<file path="config.mk">
export PLATFORM = sky130hd
export DESIGN_NAME = serial_bus_arbiter
export DESIGN_NICKNAME = d
export VERILOG_FILES = /design/src/rtl/serial_bus_arbiter_pkg.sv /design/src/rtl/serial_bus_arbiter_picker.sv /design/src/rtl/serial_bus_arbiter.sv
export SDC_FILE = /design/constraint.sdc
export NUM_CORES = 1
export LEC_CHECK = 0
export CAP_MARGIN = 40
export CORE_MARGIN = 5
export CORE_UTILIZATION = 25
export CTS_BUF_LIST = sky130_fd_sc_hd__clkbuf_8
export CTS_CLUSTER_SIZE = 16
export DETAILED_ROUTE_END_ITERATION = 7
export GPL_TIMING_DRIVEN = 0
export PLACE_DENSITY = 0.45
export SETUP_SLACK_MARGIN = 0.05
export SLEW_MARGIN = 20
export SYNTH_ARGS = -nofsm -noshare
export SYNTH_HDL_FRONTEND = slang
export SYNTH_SLANG_ARGS = --single-unit
</file>
<file path="constraint.sdc">
create_clock -name clk -period 1.9 [get_ports clk]
set_clock_uncertainty 0.05 [all_clocks]
set_input_delay 0.38 -clock clk [delete_from_list [all_inputs] [get_ports clk]]
set_output_delay 0.38 -clock clk [all_outputs]
set_load 0.03 [all_outputs]
</file>
<file path="src/rtl/serial_bus_arbiter_pkg.sv">
// Shared types and default sizing for the serial bus arbiter, bus mux and masters.
package serial_bus_pkg;

  typedef enum logic [1:0] {
    ARB_IDLE,
    ARB_GRANT,
    ARB_GAP
  } arb_state_t;

  localparam int DEF_N_MASTERS  = 4;
  localparam int DEF_GAP_CYCLES = 2;
  localparam int DEF_HOLD_MAX   = 50000;

endpackage

</file>
<file path="src/rtl/serial_bus_arbiter_picker.sv">
// Round-robin priority picker: first eligible index after last_owner, wrapping.
module rr_priority_picker #(
  parameter int N_MASTERS = 4,
  parameter int IW        = $clog2(N_MASTERS)
) (
  input  logic [N_MASTERS-1:0] eligible,
  input  logic [IW-1:0]        last_owner,
  output logic                 found,
  output logic [IW-1:0]        winner
);

  // Scan from the farthest offset down so the nearest eligible index wins last.
  always_comb begin
    int          t;
    logic [IW-1:0] idx;
    found  = 1'b0;
    winner = '0;
    t      = 0;
    idx    = '0;
    for (int k = N_MASTERS; k >= 1; k--) begin
      t   = (int'(last_owner) + k) % N_MASTERS;
      idx = IW'(t);
      if (eligible[idx]) begin
        found  = 1'b1;
        winner = idx;
      end
    end
  end

endmodule

</file>
<file path="src/rtl/serial_bus_arbiter.sv">
// Round-robin serial bus arbiter with turnaround gap between owners.
// Optional hold watchdog compiled in with `define ARB_TIMEOUT_EN.
module serial_bus_arbiter
  import serial_bus_pkg::*;
#(
  parameter int N_MASTERS  = DEF_N_MASTERS,
  parameter int GAP_CYCLES = DEF_GAP_CYCLES,
  parameter int HOLD_MAX   = DEF_HOLD_MAX
) (
  input  logic                         clk,
  input  logic                         rstN,
  input  logic [N_MASTERS-1:0]         req,
  output logic [N_MASTERS-1:0]         grant,
  output logic [$clog2(N_MASTERS)-1:0] bus_sel,
  output logic                         bus_busy,
  output logic                         timeout_err,
  output logic [$clog2(N_MASTERS)-1:0] timeout_id
);

  localparam int IW = $clog2(N_MASTERS);
  localparam int GW = $clog2(GAP_CYCLES + 1);

  if (N_MASTERS < 2 || N_MASTERS > 16 || GAP_CYCLES < 1 || HOLD_MAX < 2) begin : g_param_err
    $error("serial_bus_arbiter: illegal parameter combination");
  end

  arb_state_t          state_q, state_d;
  logic [N_MASTERS-1:0] grant_q, grant_d;
  logic [IW-1:0]        sel_q, sel_d;
  logic                 busy_q, busy_d;
  logic [IW-1:0]        last_q, last_d;
  logic [GW-1:0]        gap_q, gap_d;
  logic [N_MASTERS-1:0] eligible;
  logic                 found;
  logic [IW-1:0]        winner;

`ifdef ARB_TIMEOUT_EN
  localparam int HW = $clog2(HOLD_MAX);
  logic [HW-1:0]        hold_q, hold_d;
  logic [N_MASTERS-1:0] mask_q, mask_d;
  logic                 terr_q, terr_d;
  logic [IW-1:0]        tid_q, tid_d;

  assign eligible    = req & ~mask_q;
  assign timeout_err = terr_q;
  assign timeout_id  = tid_q;
`else
  assign eligible    = req;
  assign timeout_err = 1'b0;
  assign timeout_id  = '0;
`endif

  rr_priority_picker #(.N_MASTERS(N_MASTERS), .IW(IW)) u_pick (
    .eligible   (eligible),
    .last_owner (last_q),
    .found      (found),
    .winner     (winner)
  );

  // Next-state and registered-output computation for IDLE -> GRANT -> GAP -> IDLE.
  always_comb begin
    state_d = state_q;
    grant_d = grant_q;
    sel_d   = sel_q;
    busy_d  = busy_q;
    last_d  = last_q;
    gap_d   = gap_q;
`ifdef ARB_TIMEOUT_EN
    hold_d  = hold_q;
    mask_d  = mask_q & req;  // a revoked master is re-enabled once it lets go
    terr_d  = 1'b0;
    tid_d   = tid_q;
`endif
    case (state_q)
      ARB_IDLE: begin
        if (found) begin
          grant_d         = '0;
          grant_d[winner] = 1'b1;
          sel_d           = winner;
          busy_d          = 1'b1;
          state_d         = ARB_GRANT;
`ifdef ARB_TIMEOUT_EN
          hold_d          = '0;
`endif
        end
      end
      ARB_GRANT: begin
        if (!req[sel_q]) begin
          grant_d = '0;
          sel_d   = '0;
          busy_d  = 1'b0;
          last_d  = sel_q;
          gap_d   = '0;
          state_d = ARB_GAP;
        end
`ifdef ARB_TIMEOUT_EN
        else if (hold_q == HW'(HOLD_MAX - 1)) begin
          grant_d       = '0;
          sel_d         = '0;
          busy_d        = 1'b0;
          last_d        = sel_q;
          gap_d         = '0;
          state_d       = ARB_GAP;
          terr_d        = 1'b1;
          tid_d         = sel_q;
          mask_d[sel_q] = 1'b1;
        end else begin
          hold_d = hold_q + 1'b1;
        end
`endif
      end
      ARB_GAP: begin
        if (gap_q == GW'(GAP_CYCLES - 1)) begin
          gap_d   = '0;
          state_d = ARB_IDLE;
        end else begin
          gap_d = gap_q + 1'b1;
        end
      end
      default: state_d = ARB_IDLE;
    endcase
  end

  // State and output registers; reset drops any grant immediately with no gap.
  always_ff @(posedge clk) begin
    if (!rstN) begin
      state_q <= ARB_IDLE;
      grant_q <= '0;
      sel_q   <= '0;
      busy_q  <= 1'b0;
      last_q  <= IW'(N_MASTERS - 1);
      gap_q   <= '0;
`ifdef ARB_TIMEOUT_EN
      hold_q  <= '0;
      mask_q  <= '0;
      terr_q  <= 1'b0;
      tid_q   <= '0;
`endif
    end else begin
      state_q <= state_d;
      grant_q <= grant_d;
      sel_q   <= sel_d;
      busy_q  <= busy_d;
      last_q  <= last_d;
      gap_q   <= gap_d;
`ifdef ARB_TIMEOUT_EN
      hold_q  <= hold_d;
      mask_q  <= mask_d;
      terr_q  <= terr_d;
      tid_q   <= tid_d;
`endif
    end
  end

  assign grant    = grant_q;
  assign bus_sel  = sel_q;
  assign bus_busy = busy_q;

endmodule

</file>
==> out/qor.txt <==
First-pass GRT wire length - 2980 um
Max-Cap Viols - 0
Number of antenna diodes - 0
Worst vdd ir - 0.738 mV
Slowest cell delay on critical path - 520 ps
DRT Pass-1 Iters - 4
Worst-Margin Slew - 514 ps
Worst setup SP type - input port
CP Max Fanout - 6
Outcome - complete, no violations
Gr ovfl total - 0
Initial core utilization - 0.266
Vias in the first global route - 676
FF+latch count, synth - 13
CP Capture Type - flip-flop
Initial DRC Count - 1
Core Util, Final - 0.375
Final Hold Fails - 0
Setup Viol. Count Final - 0
Area leader, netlist - dfxtp_1
DP Wirelength - 1310 um
Synth Instances - 85
CTS tree - built
Final Max Slew Viols - 0
Initial antenna violation count - 0
Reg2reg setup slack - 20 ps
Mean Syn Cell Area - 8.77 um^2
CP Cell Sequence - clkdlybuf4s15_2 > mux4_2 > a221o_2 > and3_4 > a41o_1
PwrDens - 1490 nW/um^2
Hold-fix buffers, CTS - 0
Buf/Inv on CP - 1
NumNets Final - 119
Worst endpoint required time - 1980 ps
Critical path type - in -> reg
Die width - 64.6 um
Die height - 64.6 um
Final Hold Slack - 408 ps
DRT Wirelength - 1860 um
Post-route ant nets - 0
CTS buffer count - 3
Clk slew on worst S/H paths - 50 ps
Share of cells above drive strength 1 - 0.259
Htree depth - 1
Port bufs - 12
Period utilization - 0.990
Distinct cells, synth - 33
Delay-heaviest family, CP - compound AO/OA/AOI/OAI gates
DR vias/cell - 5.03
CTS sink cnt - 13
Largest net degree at the start of global routing - 11
Routed len/inst - 13.4 um
FP Rows - 19
Worst min-delay path class - reg -> reg
DRC viols - 0
Final min period - 1880 ps
Area Overhead vs Synth - 41.1%
Worst Reg2Reg Path Length in Cells - 4
Worst EP arrival - 1960 ps
Crit Reg-Reg Endpoint - grant[1]$_SDFFE_PN0P_
Hold Crit Endpoint - gap_q[1]$_SDFFE_PN0P_
GP Congestion - 0.752
Worst slack at placement - -593 ps
Root Buffer - clkbuf_8
GR Util All Layers - 0.0907
RSZ-0062 raised after global routing - true
Min-delay src - gap_q[1]$_SDFFE_PN0P_
Num ports - 16
Die area - 4180 um^2
Cell Area, Synth - 746 um^2
Yosys warns - 0
Hold path depth - 2
Relative slew slack - 0.654
Seq/Total Area, Yosys - 0.349
FMAX - 0.532 GHz
Max clock buf depth - 2
Worst Setup Slack, final - 19.4 ps
Top cells by area, synth - dfxtp_1 (35%), ha_1 (6.7%), mux2i_1 (5.4%)
Worst-Skew Late Latency - 240 ps
Reg2Reg Launch Point - bus_sel[0]$_SDFFE_PN0P_
Core Area - 2810 um^2
Worst-path cell with the longest stage delay - mux4_2
Vias post-DR - 699
Top-area cell type share of the netlist area - 0.349
P_leak - 0.000454 uW
worst register-to-register path: stages, from the launching register on:
cell and delay, ps:
dfxtp_4 350, mux4_2 540, a221o_2 460, and3_4 180, a41o_1 200
cell families after synthesis:
family,Yosys count,synth area share
AO/OA/AOI/OAI,24,0.237
AND/OR/NAND/NOR,28,0.193
adder cells (fa/ha/maj),4,0.0671
flip-flops,13,0.349
multiplexers,5,0.0839
buffers and inverters,10,0.0654
other,1,0.00503
power breakdown:
group | total, uW | leakage, uW | internal [uW] | switching (uW)
logic | 907 | 0.000320 | 415 | 491
clock network | 240 | 0.0000269 | 143 | 97.6
registers | 424 | 0.000107 | 357 | 66.8
total | 1570 | 0.000454 | 915 | 656
worst max path at each step:
stage / startpoint / to / slack [ps] / depth (start not counted)
2_1_floorplan: bus_sel[0]$_SDFFE_PN0P_ / grant[1]$_SDFFE_PN0P_ / 7 / 4
3_3_place_gp: req[3] / grant[1]$_SDFFE_PN0P_ / -620 / 5
3_5_place_dp: req[3] / grant[1]$_SDFFE_PN0P_ / -590 / 5
4_1_cts: bus_sel[0]$_SDFFE_PN0P_ / grant[1]$_SDFFE_PN0P_ / 20 / 4
5_1_grt: bus_sel[0]$_SDFFE_PN0P_ / grant[1]$_SDFFE_PN0P_ / -30 / 4
6_report: req[1] / grant[1]$_SDFFE_PN0P_ / 20 / 5
registers in the layout, indices dropped and copies added (netlist names):
signal	flops
grant	4
bus_busy	1
state_q	2
gap_q	2
bus_sel	2
last_q	2
repair_timing:
action / 4_1_cts / 5_1_grt
pin swaps: 4 / 2
setup buffers: 4 / 1
endpoints found under the setup margin: 13 / 7
resized for setup: 18 / 9
hold endpoints to repair: 0 / 0
area by class of cell:
| class | instances | area [um^2] |
|---|---|---|
| Fill cell | 298 | 1750 |
| Multi-Input combinational cell | 64 | 494 |
| Sequential cell | 13 | 264 |
| Timing Repair Buffer | 17 | 160 |
| Clock buffer | 3 | 41.3 |
| Tap cell | 31 | 38.8 |
| Buffer | 5 | 31.3 |
| Inverter | 5 | 18.8 |
| Clock inverter | 1 | 3.75 |
Yosys cell counts:
cell / instances
a22o_1: 1
nand4_1: 1
nand3_1: 5
mux2i_1: 4
a21boi_0: 2
ha_1: 4
and2_1: 1
mux4_2: 1
nand2b_1: 1
conb_1: 1
o221a_2: 1
buf_4: 3
a41o_1: 2
o21a_1: 1
a211oi_1: 1
o221ai_1: 1
o21ai_0: 4
inv_1: 5
and3_1: 2
a22oi_1: 1
dfxtp_1: 13
nor2_1: 4
clkbuf_1: 2
nor2b_1: 1
and2b_1: 1
nor4_1: 1
a221oi_1: 1
a21oi_1: 5
nand2_1: 8
nor3b_1: 1
a221o_1: 1
nand3b_1: 2
o41ai_1: 3
through the flow:
step                      setup TNS, ps  instances  instance area, um^2  total power [uW]
after floorplan                       0         87                  757               931
after global placement            -5430        130                  916              1150
after detailed placement          -5390        130                  916              1140
after CTS                             0        138                 1020              1500
after global routing              -42.5        139                 1050              1680
final                                 0        139                 1050              1570
placed cells by master, fill, tap and decap left out, types with 2 or more instances in the layout:
cell type	instances
nand3b_1	2
nand2_1	8
buf_4	7
dfxtp_1	12
inv_1	6
a21oi_1	4
o41ai_2	3
mux2i_1	4
conb_1	3
ha_1	4
clkdlybuf4s15_2	3
nand3_1	4
nor2_1	4
clkdlybuf4s50_1	8
clkbuf_8	3
o21ai_0	4
buf_2	2
a41o_1	2
layer usage:
metal,global-route usage,wire length [um]
met5,0,0
met4,0.0528,63
met3,0.0242,79
met2,0.142,831
met1,0.112,888
Note: power is estimated with default switching activity, not from simulation.
